### src/rtl/adc_sequencer_pkg.sv
// Shared state encoding, widths and per-clock-rate timing defaults for the ADC sequencer.
package adc_sequencer_pkg;

  localparam int ADC_W = 12;

  // Sample periods in clk cycles
  localparam int SAMPLE1K_CLK48  = 48_000;
  localparam int SAMPLE10K_CLK48 = 4_800;
  localparam int SAMPLE1K_CLK24  = 24_000;
  localparam int SAMPLE10K_CLK24 = 2_400;

  // 32 ADC calibration clocks plus margin, scaled to the system clock
  localparam int CAL_HOLD_CLK48 = 64;
  localparam int CAL_WAIT_CLK48 = 2048;
  localparam int TIMEOUT_CLK48  = 4096;
  localparam int CAL_HOLD_CLK24 = 32;
  localparam int CAL_WAIT_CLK24 = 1024;
  localparam int TIMEOUT_CLK24  = 2048;

  typedef enum logic [2:0] {
    ST_INIT_WAIT = 3'd0,
    ST_IDLE      = 3'd1,
    ST_READ      = 3'd2,
    ST_RESP      = 3'd3,
    ST_CAL_HOLD  = 3'd4,
    ST_CAL_WAIT  = 3'd5
  } state_t;

  function automatic int width_of(input int n);
    return (n > 1) ? $clog2(n) : 1;
  endfunction

  function automatic int max3(input int a, input int b, input int c);
    int m;
    m = (a > b) ? a : b;
    return (m > c) ? m : c;
  endfunction

endpackage

### src/rtl/adc_sequencer_rr_arbiter.sv
// Round-robin pick of the first set request at or after ptr (wrapping); purely combinational.
// Zero latency; no backpressure, the caller decides when to take the grant.
module rr_arbiter
  import adc_sequencer_pkg::*;
#(
  parameter int N_REQ = 3,
  parameter int PTR_W = width_of(N_REQ)
) (
  input  logic [N_REQ-1:0] req,
  input  logic [PTR_W-1:0] ptr,
  output logic [N_REQ-1:0] gnt,
  output logic [PTR_W-1:0] gnt_idx,
  output logic             gnt_any
);

  // Two passes avoid a variable modulo index: upper slice from ptr first, then wrap.
  always_comb begin
    gnt     = '0;
    gnt_idx = '0;
    gnt_any = 1'b0;
    for (int j = 0; j < N_REQ; j++) begin
      if (!gnt_any && req[j] && (j >= int'(ptr))) begin
        gnt_any = 1'b1;
        gnt[j]  = 1'b1;
        gnt_idx = PTR_W'(j);
      end
    end
    for (int j = 0; j < N_REQ; j++) begin
      if (!gnt_any && req[j] && (j < int'(ptr))) begin
        gnt_any = 1'b1;
        gnt[j]  = 1'b1;
        gnt_idx = PTR_W'(j);
      end
    end
  end

endmodule

### src/rtl/adc_sequencer.sv
// Shares one ADC between N_REQ requesters: round-robin conversions, periodic/forced recalibration, timeout flag.
// adc_read_done rise to resp_valid is 4 cycles; req is a level held until its resp_valid, no other backpressure.
module adc_sequencer
  import adc_sequencer_pkg::*;
#(
  parameter int N_REQ       = 3,
  parameter int RECAL_EVERY = 1024,
  parameter int CAL_HOLD    = CAL_HOLD_CLK48,
  parameter int CAL_WAIT    = CAL_WAIT_CLK48,
  parameter int TIMEOUT     = TIMEOUT_CLK48
) (
  input  logic             clk,
  input  logic             reset,
  input  logic [N_REQ-1:0] req,
  input  logic             recal_req,
  output logic [N_REQ-1:0] grant,
  output logic [N_REQ-1:0] resp_valid,
  output logic [ADC_W-1:0] resp_data,
  output logic             busy,
  output logic             timeout_err,
  output logic             adc_read,
  output logic             adc_recalibrate,
  input  logic             adc_read_done,
  input  logic [ADC_W-1:0] adc_value
);

  localparam int PTR_W = width_of(N_REQ);
  localparam int CNT_W = width_of(RECAL_EVERY + 1);
  localparam int TMR_W = width_of(max3(CAL_HOLD, CAL_WAIT, TIMEOUT));
  localparam logic [CNT_W-1:0] CNT_SAT = CNT_W'(RECAL_EVERY);

  state_t           state_q, state_d;
  logic [TMR_W-1:0] tmr_q, tmr_d;
  logic [N_REQ-1:0] grant_q, grant_d;
  logic [N_REQ-1:0] resp_valid_q, resp_valid_d;
  logic [PTR_W-1:0] gidx_q, gidx_d;
  logic [PTR_W-1:0] rr_ptr_q, rr_ptr_d;
  logic [CNT_W-1:0] cnt_q, cnt_d;
  logic [ADC_W-1:0] data_q, data_d;
  logic [2:0]       sync_q, sync_d;
  logic             pend_q, pend_d;
  logic             terr_q, terr_d;
  logic             rd_q, rd_d;
  logic             cal_q, cal_d;

  logic [N_REQ-1:0] arb_gnt;
  logic [PTR_W-1:0] arb_idx;
  logic             arb_any;
  logic             done_rise;
  logic             recal_due;

  rr_arbiter #(.N_REQ(N_REQ), .PTR_W(PTR_W)) u_arb (
    .req     (req),
    .ptr     (rr_ptr_q),
    .gnt     (arb_gnt),
    .gnt_idx (arb_idx),
    .gnt_any (arb_any)
  );

  // sync_q[1:0] is the two-flop synchronizer, sync_q[2] the delayed copy for edge detect
  assign done_rise = sync_q[1] & ~sync_q[2];
  assign recal_due = pend_q | recal_req | ((RECAL_EVERY != 0) && (cnt_q == CNT_SAT));

  always_comb begin
    state_d      = state_q;
    tmr_d        = tmr_q + 1'b1;
    grant_d      = grant_q;
    resp_valid_d = '0;
    gidx_d       = gidx_q;
    rr_ptr_d     = rr_ptr_q;
    cnt_d        = cnt_q;
    data_d       = data_q;
    sync_d       = {sync_q[1:0], adc_read_done};
    pend_d       = pend_q | recal_req;
    terr_d       = terr_q;
    rd_d         = 1'b0;
    cal_d        = 1'b0;

    unique case (state_q)
      ST_INIT_WAIT: begin
        if (tmr_q == TMR_W'(CAL_WAIT - 1)) begin
          state_d = ST_IDLE;
        end
      end
      ST_IDLE: begin
        tmr_d = '0;
        if (recal_due) begin
          state_d = ST_CAL_HOLD;
          cal_d   = 1'b1;
        end else if (arb_any) begin
          state_d = ST_READ;
          grant_d = arb_gnt;
          gidx_d  = arb_idx;
          rd_d    = 1'b1;
        end
      end
      ST_READ: begin
        if (done_rise) begin
          data_d  = adc_value;
          state_d = ST_RESP;
        end else if (tmr_q == TMR_W'(TIMEOUT - 1)) begin
          // Request stays pending and is simply re-arbitrated from IDLE
          terr_d  = 1'b1;
          grant_d = '0;
          state_d = ST_IDLE;
        end else begin
          rd_d = 1'b1;
        end
      end
      ST_RESP: begin
        resp_valid_d = grant_q;
        grant_d      = '0;
        rr_ptr_d     = (gidx_q == PTR_W'(N_REQ - 1)) ? '0 : gidx_q + 1'b1;
        if ((RECAL_EVERY != 0) && (cnt_q != CNT_SAT)) begin
          cnt_d = cnt_q + 1'b1;
        end
        state_d = ST_IDLE;
      end
      ST_CAL_HOLD: begin
        if (tmr_q == TMR_W'(CAL_HOLD - 1)) begin
          tmr_d   = '0;
          state_d = ST_CAL_WAIT;
        end else begin
          cal_d = 1'b1;
        end
      end
      ST_CAL_WAIT: begin
        if (tmr_q == TMR_W'(CAL_WAIT - 1)) begin
          cnt_d   = '0;
          pend_d  = recal_req;
          state_d = ST_IDLE;
        end
      end
      default: begin
        state_d = ST_INIT_WAIT;
        tmr_d   = '0;
      end
    endcase
  end

  always_ff @(posedge clk or posedge reset) begin
    if (reset) begin
      state_q      <= ST_INIT_WAIT;
      tmr_q        <= '0;
      grant_q      <= '0;
      resp_valid_q <= '0;
      gidx_q       <= '0;
      rr_ptr_q     <= '0;
      cnt_q        <= '0;
      data_q       <= '0;
      sync_q       <= '0;
      pend_q       <= 1'b0;
      terr_q       <= 1'b0;
      rd_q         <= 1'b0;
      cal_q        <= 1'b0;
    end else begin
      state_q      <= state_d;
      tmr_q        <= tmr_d;
      grant_q      <= grant_d;
      resp_valid_q <= resp_valid_d;
      gidx_q       <= gidx_d;
      rr_ptr_q     <= rr_ptr_d;
      cnt_q        <= cnt_d;
      data_q       <= data_d;
      sync_q       <= sync_d;
      pend_q       <= pend_d;
      terr_q       <= terr_d;
      rd_q         <= rd_d;
      cal_q        <= cal_d;
    end
  end

  assign grant           = grant_q;
  assign resp_valid      = resp_valid_q;
  assign resp_data       = data_q;
  assign busy            = (state_q != ST_IDLE);
  assign timeout_err     = terr_q;
  assign adc_read        = rd_q;
  assign adc_recalibrate = cal_q;

endmodule

### config.mk
export PLATFORM = sky130hd
export DESIGN_NAME = adc_sequencer
export DESIGN_NICKNAME = d
export VERILOG_FILES = /design/src/rtl/adc_sequencer_pkg.sv /design/src/rtl/adc_sequencer_rr_arbiter.sv /design/src/rtl/adc_sequencer.sv
export SDC_FILE = /design/constraint.sdc
export NUM_CORES = 1
export LEC_CHECK = 0
export ABC_CLOCK_PERIOD_IN_PS = 2700
export CAP_MARGIN = 0
export CORE_ASPECT_RATIO = 1.4
export CORE_MARGIN = 2
export CORE_UTILIZATION = 35
export DETAILED_ROUTE_END_ITERATION = 7
export DONT_BUFFER_PORTS = 1
export PLACE_DENSITY = 0.55
export REMOVE_ABC_BUFFERS = 1
export SYNTH_ARGS = -nofsm -noshare
export SYNTH_HDL_FRONTEND = slang
export SYNTH_SLANG_ARGS = --single-unit
### constraint.sdc
create_clock -name clk -period 2.7 [get_ports clk]
set_input_delay 0.27 -clock clk [delete_from_list [all_inputs] [get_ports clk]]
set_output_delay 0.27 -clock clk [all_outputs]
set_load 0.1 [all_outputs]
==> summary.md <==
| Metric | Value |
|---|---|
| Hold crit path type | `input pin to register` |
| Die ar. | `0.00815 mm^2` |
| Static Leakage | `1.30 nW` |
| Diodes inserted | `0` |
| Register Area | `0.00138 mm^2` |
| Avg Vias per Cell | `4.95` |
| Critical path type | `register to register` |
| Async SR Flop Fraction | `1.00` |
| Synth cell types | `45` |
| Tmin final | `2060 ps` |
| Clock buffer depth | `2` |
| Site row count | `37` |
| Top cell type's share of synthesized area | `0.529` |
| Final nets | `269` |
| PortBufs | `0` |
| #FFs+latches synth | `55` |
| Area Overhead vs Synth | `8.51%` |
| Fin. max-slew vios | `0` |
| Synthesized area | `0.00260 mm^2` |
| # setup viols final | `0` |
| Initial DRC count | `74` |
| Pwr Total | `1.40 mW` |
| HP Start | `recal_req` |
| RSZ-0062 raised after global routing | `false` |
| Global-route wire length before repair | `8700 um` |
| Gate power share | `0.025` |
| Run status | `finished, final reports clean` |
| Critical Path RT | `2890 ps` |
| TNS Setup | `0 ps` |
| Sequential power share | `0.648` |
| Cell Int Power | `1.03 mW` |
| Clock root buffer | `clkbuf_8` |
| Top sig layer | `met4` |
| HPWL after DPL | `3730 um` |
| Fillers | `743` |
| WL met3 | `228 um` |
| Number of max-cap violations | `0` |
| Worst-path maximum fanout | `6` |
| Yosys warns | `0` |
| Starting Density | `0.358` |
| Grt ovf | `0` |
| DRT Pass-1 Iters | `4` |
| Psw | `0.369 mW` |
| Met2 wire len | `2660 um` |
| Via count | `1707` |
| Switching share of power | `0.263` |
| Antenna violations before repair | `0` |
| Hold Vio Cnt, Final | `0` |
| DRT Wirelength | `4980 um` |
| Startpoint types | `register` |
| Post-Syn Instances | `243` |
| Fin crit share | `0.762` |
| Final Skew | `16.1 ps` |
| Core ar. | `0.00727 mm^2` |
| Total GRT Usage | `0.133` |
| Top cells by area, synth | `dfrtp_1 53%, mux2_2 5.2%, nor2_1 4.8%, xor2_1 4.4%, nand2_1 3.0%` |
| Worst-Margin Slew | `948 ps` |
| Max Fclk | `0.486 GHz` |
| P per Cell Area | `497 mW/mm^2` |
| CP startpoint | `tmr_q[0]` |
| Worst rel slew slack | `0.368` |
| Share of layout cells above drive strength 1 | `0.129` |
| CTS tree | `built` |
| H-tree depth | `2` |
| Clock network fraction of total power | `0.327` |
| DIE HEIGHT | `106 um` |
| Die Wd | `76.9 um` |
| Worst setup EP type | `register` |
| Clock transition at path regs | `110 ps` |
| RD Place Congestion | `0.780` |
| Ys flop type | `dfrtp_1` |
| Register area share after synthesis | `0.529` |
| Largest net degree at the start of global routing | `23` |
| Syn avg cell area | `10.7 um^2` |
| Library cell with the largest summed area after synthesis | `dfrtp_1` |
| Later-pin clock latency in the skew report | `310 ps` |
| Met1 wire length | `2030 um` |
| Multi-input combinational cell area | `0.00115 mm^2` |
| VDD IR max | `292 uV` |
| Post-route ant nets | `0` |
| R2r startpoint | `tmr_q[0]` |
| Critical path data arrival time | `2250 ps` |
| DRC Markers | `0` |
| Setup Fix Bufs, Post-CTS | `0` |
| Ports | `41` |
| DR WL/cell | `14.4 um` |
| Vias in the first global route | `1858` |
| Number of flops mapped to enable cells by yosys | `0` |
| CTS Sinks | `55` |
| CTS buffer count | `5` |
## stage by stage
step                worst slack (ps)  instance area, um^2  hold slack [ps]  utilization  std cells
global route                     543                 2820             34.4        0.388        345
detailed placement               640                 2710              202        0.373        335
finish                           642                 2820             49.0        0.388        345
floorplan                        390                 2560              301            -        234
CTS                              630                 2820             35.8        0.388        345
global placement                 695                 2710              195        0.373        335
## registers in the layout, indices dropped and copies added, names as in the netlist, 3 cells and up
register / cells
resp_data: 12
tmr_q: 12
cnt_q: 11
grant: 3
resp_valid: 3
state_q: 3
sync_q: 3
## layout make-up
class	count	area share
flip-flops and latches	55	0.488
inverters	10	0.0133
well taps	97	0.0430
multi-input cells	169	0.407
repair buffers	6	0.0177
clock inverters	2	0.00576
clock buffers	6	0.0257
## repair_timing
item,in CTS,in global routing
hold buffers,2,0
gates resized for setup,0,0
hold endpoints to repair,21,0
## metal layers
metal,track usage,vias to the layer above
li1,-,834
met1,0.150,834
met2,0.242,33
met3,0.0365,6
met4,0.0403,0
met5,0,-
## worst max-delay path: stages, from the launching register on
cell and delay [ps]:
dfrtp_1 390, ha_1 200, nand3_1 150, nor3_4 300, a31oi_1 160, a2111oi_4 380, mux2_1 370
## power groups by stage
stage	Sequential, mW	Combinational (mW)	Clock [mW]
after CTS	0.909	0.0371	0.487
final	0.909	0.0352	0.458
after global placement	0.925	0.0340	0
after global routing	0.910	0.0414	0.514
after detailed placement	0.926	0.0348	0
after floorplan	0.923	0.0250	0
## kinds of logic (layout without fill, tap and decap cells)
group / count (synthesis) / count (layout) / synth area share
AOI/OAI and AO/OA: 26 / 26 / 0.0765
xor gates and xnor gates: 18 / 18 / 0.0606
adders and majority gates: 3 / 3 / 0.0144
buffers and inverters: 19 / 24 / 0.0293
DFF: 55 / 55 / 0.529
muxes: 16 / 16 / 0.0702
and+or+nand+nor: 106 / 106 / 0.220
## synth_stat cells, drive strengths merged, types with 2 or more instances
cell    instances
clkbuf          5
nor2b           4
mux2           15
nand4           9
nor2           33
and3            8
nand3b          3
nor4            2
xor2           13
a21oi           4
inv            10
nand3           7
o21ai           7
buf             4
nand2b          4
nor3b           2
xnor2           5
a21o            3
ha              3
nand2          21
dfrtp          55
and2            6
o2111a          2
nor3            3
o31ai           2
## cells in the final DEF (no fill, tap or decap), drive strengths merged, types with 4 or more instances in the layout
master and instances:
nor2 33, inv 11, nand2 21, dfrtp 55
xnor2 5, clkbuf 6, o21ai 7, and2 6
nor2b 4, xor2 13, nand4 9, buf 4
a21oi 4, nand3 7, mux2 15, nand2b 4
and3 8
## worst paths after layout
check | slack (ps) | cells past startpoint | to
setup / recovery | 640 | 6 | grant[2]
hold / removal | 50 | 1 | pend_q
setup reg to reg | 640 | 6 | grant[2]
hold reg to reg | 350 | 0 | sync_q[1]
max in group asynchronous | 1630 | 3 | tmr_q[11]
min in group asynchronous | 420 | 2 | cnt_q[4]
No activity file was read; power rests on OpenSTA's default activity.
